[config.mk]
export PLATFORM = sky130hd
export DESIGN_NAME = chained_hasher
export DESIGN_NICKNAME = d
export VERILOG_FILES = /design/src/rtl/chained_hasher_pkg.sv /design/src/rtl/chained_hasher_hash_round.sv /design/src/rtl/chained_hasher.sv
export SDC_FILE = /design/constraint.sdc
export NUM_CORES = 1
export LEC_CHECK = 0
export CORE_MARGIN = 1.5
export CORE_UTILIZATION = 42
export CTS_CLUSTER_SIZE = 24
export DETAILED_ROUTE_END_ITERATION = 6
export PLACE_DENSITY_LB_ADDON = 0.15
export SYNTH_ARGS = -nofsm -noshare
export SYNTH_HDL_FRONTEND = slang
export SYNTH_SLANG_ARGS = --single-unit
[constraint.sdc]
create_clock -name clk -period 2.9 [get_ports clk]
set_input_delay 0.87 -clock clk [delete_from_list [all_inputs] [get_ports clk]]
set_output_delay 0.87 -clock clk [all_outputs]
set_load 0.01 [all_outputs]
[src/rtl/chained_hasher_pkg.sv]
// Shared types and defaults for the chained block hasher.
// Holds the FSM state encoding, default round constants and a length-width helper.
// No logic of its own; imported by the top and the round datapath.
package chained_hasher_pkg;

  // Controller states: waiting for a block, iterating rounds, holding a digest
  typedef enum logic [1:0] {
    IDLE  = 2'd0,
    ROUND = 2'd1,
    DONE  = 2'd2
  } state_t;

  // Default seed for unchained blocks and the additive constant (golden ratio)
  localparam logic [31:0] DEF_SEED        = 32'h0000_0000;
  localparam logic [31:0] DEF_ROUND_CONST = 32'h9E37_79B9;
  localparam int          DEF_ROT         = 5;

  // Width of a byte-count field able to hold 0..data_bytes inclusive
  function automatic int len_w(input int data_bytes);
    return $clog2(data_bytes + 1);
  endfunction

endpackage

[src/rtl/chained_hasher_hash_round.sv]
// One rotate-xor-add round: o_h = rotl(i_h ^ i_w, ROT) + ROUND_CONST.
// Purely combinational, zero latency.
// No handshake; the caller registers the result.
module hash_round #(
  parameter int                    HASH_WIDTH  = 32,
  parameter int                    ROT         = 5,
  parameter logic [HASH_WIDTH-1:0] ROUND_CONST = HASH_WIDTH'(32'h9E37_79B9)
) (
  input  logic [HASH_WIDTH-1:0] i_h,
  input  logic [HASH_WIDTH-1:0] i_w,
  output logic [HASH_WIDTH-1:0] o_h
);

  logic [HASH_WIDTH-1:0] w_mix;
  logic [HASH_WIDTH-1:0] w_rot;

  // Mix in the word, rotate left (ROT=0 degenerates cleanly since the
  // right shift by HASH_WIDTH yields zero), then add the round constant
  always_comb begin
    w_mix = i_h ^ i_w;
    w_rot = (w_mix << ROT) | (w_mix >> (HASH_WIDTH - ROT));
    o_h   = w_rot + ROUND_CONST;
  end

endmodule

[src/rtl/chained_hasher.sv]
// Multi-round block hasher with optional chaining of the previous digest as seed.
// Latency: digest valid exactly ROUNDS cycles after the accept edge; one block per ROUNDS+2 cycles.
// Backpressure: in_ready only in IDLE; digest and out_valid hold while out_ready is low.
module chained_hasher
  import chained_hasher_pkg::*;
#(
  parameter int                    DATA_BYTES  = 8,
  parameter int                    HASH_WIDTH  = 32,
  parameter int                    ROUNDS      = 4,
  parameter int                    ROT         = DEF_ROT,
  parameter logic [HASH_WIDTH-1:0] SEED        = HASH_WIDTH'(DEF_SEED),
  parameter logic [HASH_WIDTH-1:0] ROUND_CONST = HASH_WIDTH'(DEF_ROUND_CONST)
) (
  input  logic                           clk,
  input  logic                           reset,
  input  logic                           in_valid,
  output logic                           in_ready,
  input  logic [DATA_BYTES*8-1:0]        data,
  input  logic [len_w(DATA_BYTES)-1:0]   data_len,
  input  logic                           in_chain,
  output logic                           out_valid,
  input  logic                           out_ready,
  output logic [HASH_WIDTH-1:0]          hash,
  output logic                           busy
);

  localparam int LW  = len_w(DATA_BYTES);
  localparam int NW  = DATA_BYTES * 8 / HASH_WIDTH;
  localparam int CW  = (ROUNDS > 1) ? $clog2(ROUNDS) : 1;

  // Registered state and outputs
  state_t                  r_state;
  logic [CW-1:0]           r_cnt;
  logic [DATA_BYTES*8-1:0] r_blk;
  logic [HASH_WIDTH-1:0]   r_h;
  logic [HASH_WIDTH-1:0]   r_chain;
  logic [HASH_WIDTH-1:0]   r_hash;
  logic                    r_out_valid;
  logic                    r_in_ready;
  logic                    r_busy;

  // Combinational datapath
  logic [LW-1:0]           w_len_eff;
  logic [DATA_BYTES*8-1:0] w_masked;
  logic [HASH_WIDTH-1:0]   w_h0;
  logic [HASH_WIDTH-1:0]   w_word;
  logic [HASH_WIDTH-1:0]   w_round;

  // Saturate the byte count, zero bytes past it, and form the seeded start state.
  // The effective length only feeds h0, so it is folded in at accept time
  // rather than held in its own register.
  always_comb begin
    w_len_eff = (data_len > LW'(DATA_BYTES)) ? LW'(DATA_BYTES) : data_len;
    w_masked  = '0;
    for (int i = 0; i < DATA_BYTES; i++) begin
      if (LW'(i) < w_len_eff) begin
        w_masked[8*i +: 8] = data[8*i +: 8];
      end
    end
    w_h0 = (in_chain ? r_chain : SEED) ^ HASH_WIDTH'(w_len_eff);
  end

  // Pick word (round index mod NW) of the latched block for the current round
  always_comb begin
    w_word = '0;
    for (int j = 0; j < NW; j++) begin
      if ((int'(r_cnt) % NW) == j) begin
        w_word = r_blk[j*HASH_WIDTH +: HASH_WIDTH];
      end
    end
  end

  hash_round #(
    .HASH_WIDTH  (HASH_WIDTH),
    .ROT         (ROT),
    .ROUND_CONST (ROUND_CONST)
  ) u_round (
    .i_h (r_h),
    .i_w (w_word),
    .o_h (w_round)
  );

  // Block controller: accept in IDLE, one round per cycle, hold digest until taken
  always_ff @(posedge clk) begin
    if (reset) begin
      r_state     <= IDLE;
      r_cnt       <= '0;
      r_blk       <= '0;
      r_h         <= '0;
      r_chain     <= SEED;
      r_hash      <= '0;
      r_out_valid <= 1'b0;
      r_in_ready  <= 1'b1;
      r_busy      <= 1'b0;
    end else begin
      case (r_state)
        IDLE: begin
          if (in_valid) begin
            r_blk      <= w_masked;
            r_h        <= w_h0;
            r_cnt      <= '0;
            r_in_ready <= 1'b0;
            r_busy     <= 1'b1;
            r_state    <= ROUND;
          end
        end
        ROUND: begin
          r_h <= w_round;
          if (r_cnt == CW'(ROUNDS - 1)) begin
            r_hash      <= w_round;
            r_chain     <= w_round;
            r_out_valid <= 1'b1;
            r_cnt       <= '0;
            r_state     <= DONE;
          end else begin
            r_cnt <= r_cnt + 1'b1;
          end
        end
        DONE: begin
          // No accept on this edge: in_ready rises only once back in IDLE
          if (out_ready) begin
            r_out_valid <= 1'b0;
            r_in_ready  <= 1'b1;
            r_busy      <= 1'b0;
            r_state     <= IDLE;
          end
        end
        default: begin
          r_out_valid <= 1'b0;
          r_in_ready  <= 1'b1;
          r_busy      <= 1'b0;
          r_state     <= IDLE;
        end
      endcase
    end
  end

  assign in_ready  = r_in_ready;
  assign out_valid = r_out_valid;
  assign hash      = r_hash;
  assign busy      = r_busy;

endmodule

After elaboration in Yosys (flattened, before gate mapping). Index checks and enable logic that the tools add are counted.

Bits in registers: 135. Output and inout port bits: 35. Logic and storage cells: 68.

Add/sub/neg operators: 2. $lt $le $gt $ge: 9. Equal/unequal tests: 6. Mux-type cells: 29. Bitwise operators: 5. Reduce and logical (&&, ||, !) cells: 9.

Operators with widths (count): $mux 32 (4); $mux 8 (8); $pmux 32 s2 (1); $add 32x32->32 const B (1); $logic_not 32->1 (1); $or 32x5->32 (1); $xor 32x32->32 (1); $xor 32x4->32 (1); $lt 3x4->1 const A (4); $mux 2 (5); $pmux 1 s3 (3); $reduce_and 3->1 (3); $lt 1x4->1 const A (2); $lt 2x4->1 const A (2); $ne 2x2->1 const B (3); $pmux 2 s3 (1); $reduce_and 2->1 (3); $mux 1 (5); $eq 2x2->1 const B (2); $gt 4x4->1 const B (1); $mux 4 (1); $pmux 2 s2 (1); $add 2x1->2 const B (1); $eq 2x1->1 const B (1); other kinds (3) (4).

Longest topological paths before layout.
Word-level depth: 7. Depth in mapped cells: 10. Depth with buffers taken out: 8.

Hierarchy. A second synthesis with hierarchy kept.

Cell total of the unflattened synthesis: 779. Area total of the unflattened synthesis: 6667.6 um^2.

By module, submodules not included: chained_hasher (times used 1, cells each 622, area each 5494.0 um^2, seq. area each 2702.6 um^2); hash_round (times used 1, cells each 157, area each 1173.6 um^2, seq. area each 0.0 um^2).

Worst setup path after synthesis. OpenSTA, ideal clock, no wires.

Kind: reg-to-reg. From: register r_cnt[0]. To: register r_h[30]. Setup time: 120 ps. Arrival time: 2626 ps. Slack: 155 ps. Stages on the path, launching flop included: 11. Buffers on the path: 2. Cells stage by stage: dfxtp_1 buf_6 buf_12 mux2i_2 xnor2_4 ha_1 a2111oi_4 o211ai_2 a211oi_2 nor2_1 a211o_1.

Cells in the longest elaborated chain, start to end: 7.

RTL lines: start, declared (RTL line chained_hasher.sv:33) `logic [CW-1:0] r_cnt;`; start signal, assigned (RTL line chained_hasher.sv:116) `r_cnt <= r_cnt + 1'b1;`; $logic_not 32->1 (RTL line chained_hasher.sv:67) `if ((int'(r_cnt) % NW) == j) begin`; $mux 32 (RTL line chained_hasher.sv:67); $mux 32 * (RTL line chained_hasher.sv:67); $xor 32x32->32 * (RTL line chained_hasher_hash_round.sv:20) `w_mix = i_h ^ i_w;`; $or 32x5->32 * (RTL line chained_hasher_hash_round.sv:21) `w_rot = (w_mix << ROT) | (w_mix >> (HASH_WIDTH - ROT));`; $add 32x32->32 * (RTL line chained_hasher_hash_round.sv:22) `o_h = w_rot + ROUND_CONST;`; $pmux 32 s2 * (RTL line chained_hasher.sv:96) `case (r_state)`; end signal, assigned (RTL line chained_hasher.sv:100) `r_h <= w_h0;`; end signal, assigned (RTL line chained_hasher.sv:108) `r_h <= w_round;`; end, declared (RTL line chained_hasher.sv:35) `logic [HASH_WIDTH-1:0] r_h;`.

Mark *: on every way between the ends. The rest lies on a longest branch, timed or not. A chain may end at the register's enable or synchronous reset.

Final worst setup path.
From: register r_cnt[0]. To: register r_h[27].

The elaborated chain is that of the path after synthesis.

==> results.sh <==
export IMPL_grt_start_max_net_pins=103
export IMPL_ys_warn_count=0
export IMPL_synth_flop_cell="dfxtp_1"
export IMPL_grt_use_total_pct=23.9
export IMPL_die_x_um=130
export IMPL_cts_max_path_buffers=2
export IMPL_clock_latency_ns=0.42
export IMPL_final_common_cell="dfxtp_1"
export IMPL_criticalPathCategory="flop to flop"
export IMPL_grt_pass1_vias=6020
export IMPL_coreArea_um2=15800
export IMPL_portBuffers=107
export IMPL_first_iter_violations=462
export IMPL_fin_skew_ns=0.0109
export IMPL_finalHoldViolCount=0
export IMPL_h_tree_depth=4
export IMPL_drive_gt1_share_pct=11.5
export IMPL_clk_pin_slew_ns=0.06
export IMPL_fin_util_pct=55.9
export IMPL_cts_root_buf="clkbuf_16"
export IMPL_period_share_pct=98.2
export IMPL_cp_cell_sequence="buf_12 > mux2i_1 > xor2_2 > a2111o_1 > and3_1 > or4_1 > nand3_1"
export IMPL_outcome="finished, final reports clean"
export IMPL_required_ns=3.27
export IMPL_final_cell_mix="dfxtp_1 (134), nor2_1 (116), clkdlybuf4s50_1 (106)"
export IMPL_endpoint_kind="flop"
export IMPL_power_density_nw_per_um2=631
export IMPL_die_h_um=130
export IMPL_arrival_ns=3.21
export IMPL_finish_net_count=968
export IMPL_first_pass_iters=5
export IMPL_hold_buffers=0
export IMPL_setup_viol=0
export IMPL_max_freq_ghz=0.351
export IMPL_initial_core_util_pct=42.8
export IMPL_hold_class="flop to flop"
export IMPL_drc=0
export IMPL_via_per_inst=5.72
export IMPL_max_cap_violations=0
export IMPL_drt_wl_total_mm=19.8
export IMPL_cts_tree="done"
export IMPL_final_max_slew_viol_count=0
export IMPL_antenna_cells=0
export IMPL_routabilityCongestion=0.924
export IMPL_fill_cells=1431
export IMPL_vias=6418
export IMPL_slew_headroom_pct=53.0
export IMPL_ios=108
export IMPL_syn_nets=851
export IMPL_synth_yosys_seq_area_share_pct=39.9
export IMPL_slowest_stage="a2111o_1"
export IMPL_ys_seq_elements=135
export IMPL_hpwlAfterDp_mm=14.1
export IMPL_vdd_drop_max_mv=0.462
export IMPL_ant_nets=0
export IMPL_antenna_found_initial=0
export IMPL_grt_first_pass_wirelength_mm=31.3
export IMPL_syn2layout_area_growth_pct=30.7
export IMPL_p_leak_nw=3.11
export IMPL_whs_ns=0.458
export IMPL_synth_cell_area_um2=6770
export IMPL_overflow=0
export IMPL_startpoint_type="flop"
export IMPL_cts_made_buffers=17
export IMPL_syn_instance_count=776
export IMPL_synth_area_per_cell_um2=8.72
export IMPL_die_area_um2=16900
export IMPL_synth_edff_count=0
export IMPL_netlist_cell_type_count=67
export IMPL_async_flop_share_pct=0
export IMPL_cp_max_fo=27
export IMPL_period_needed_ns=2.85
export IMPL_rows=46
export IMPL_cts_sinks=135
export IMPL_slowest_delay_ns=0.55
export IMPL_tightest_slew_ns=0.700
export IMPL_post_drt_wl_per_cell_um=17.7
==> final cells by class <==
type | instances | area (µm²) | share of cell area (%)
Multi-Input combinational cell | 584 | 3820 | 43.2
Sequential cell | 135 | 2700 | 30.6
Tap cell | 216 | 270 | 3.05
Timing Repair Buffer | 149 | 1450 | 16.3
Clock inverter | 9 | 125 | 1.41
Inverter | 6 | 22.5 | 0.255
Clock buffer | 23 | 458 | 5.18
==> per-stage QoR <==
step	cell area, µm²	setup TNS, ns	power [mW]	setup WS [ns]	cells
final	8850	0	5.58	0.0533	1122
after global routing	8850	-0.00133	5.81	-0.00133	1122
after CTS	8820	0	5.59	0.138	1120
after detailed placement	8240	0	3.44	0.153	1088
after global placement	8240	0	3.41	0.202	1088
after floorplan	6770	0	2.97	0.155	776
==> cells by family (layout without fill, tap and decap cells) <==
logic type | count (synthesis) | count (layout) | share of synthesized area [%]
multiplexers | 37 | 37 | 5.91
XOR/XNOR | 60 | 60 | 8.98
AND/OR/NAND/NOR | 269 | 269 | 18.3
adder cells (fa/ha/maj) | 2 | 2 | 0.370
flip-flops | 135 | 135 | 39.9
AO/OA/AOI/OAI | 216 | 216 | 22.7
buffers and inverters | 57 | 187 | 3.81
==> registers in the layout (all words and copies together), names as in the netlist <==
name	count
r_h	32
in_ready	1
out_valid	1
r_blk	64
hash	32
busy	1
r_cnt	2
r_state	2
==> synth_stat cells (3+ instances only) <==
master,instances,share of area [%]
a22oi_1,68,7.5
nor3_1,14,1.0
nand3b_1,4,0.44
inv_1,6,0.33
nand2_1,57,3.2
o22ai_1,11,1.0
xnor2_1,37,4.8
xor2_1,15,1.9
a211oi_2,3,0.55
a211oi_1,17,1.9
o211ai_1,6,0.67
and2_1,3,0.28
a2111o_1,3,0.50
buf_1,3,0.17
nor4_1,4,0.37
nand2b_1,5,0.46
a222oi_1,6,0.89
and3_1,6,0.55
dfxtp_1,135,40
o21ai_0,16,1.2
nor2b_1,3,0.28
a21o_1,3,0.33
nand3_1,35,2.6
mux2i_1,33,4.9
nor3b_1,3,0.33
clkbuf_1,43,2.4
a221oi_1,5,0.65
or2_2,5,0.46
a21oi_1,54,4.0
xnor2_2,6,1.4
nor2_1,118,6.5
==> layer usage <==
layer | track usage (%) | wire (µm) | up-vias | share of wire [%]
met3 | 4.88 | 1070 | 19 | 5.4
met2 | 39.7 | 9370 | 232 | 47
met4 | 6.01 | 221 | 0 | 1.1
met5 | 0 | 0 | - | 0
met1 | 31.9 | 9160 | 3113 | 46
li1 | - | - | 3054 | -
==> critical path, delay by kind of cell, from the launching register on <==
family / cells / cell delay [ns]
xor+xnor: 1 / 0.24
flops: 1 / 0.41
buf+inv: 1 / 0.24
mux: 1 / 0.52
compound gates: 1 / 0.55
simple gates: 3 / 0.81
==> final timing paths <==
kind	slack, ns	to	cells past startpoint	start
max	0.05	r_h[27]	7	r_cnt[0]
min reg2reg	0.46	r_blk[63]	2	r_blk[63]
min	0.46	r_blk[63]	2	r_blk[63]
max reg2reg	0.05	r_h[27]	7	r_cnt[0]
==> power by group <==
group | switching [mW] | internal (mW) | total [mW]
Clock | 0.778 | 1.37 | 2.15
Sequential | 0.0976 | 1.97 | 2.07
Combinational | 0.770 | 0.600 | 1.37
==> timing repair <==
item                       CTS  global route
setup buffers                0             2
gates resized for setup      0             1
setup endpoints to repair    0             6
No activity file was read; power rests on OpenSTA's default activity.
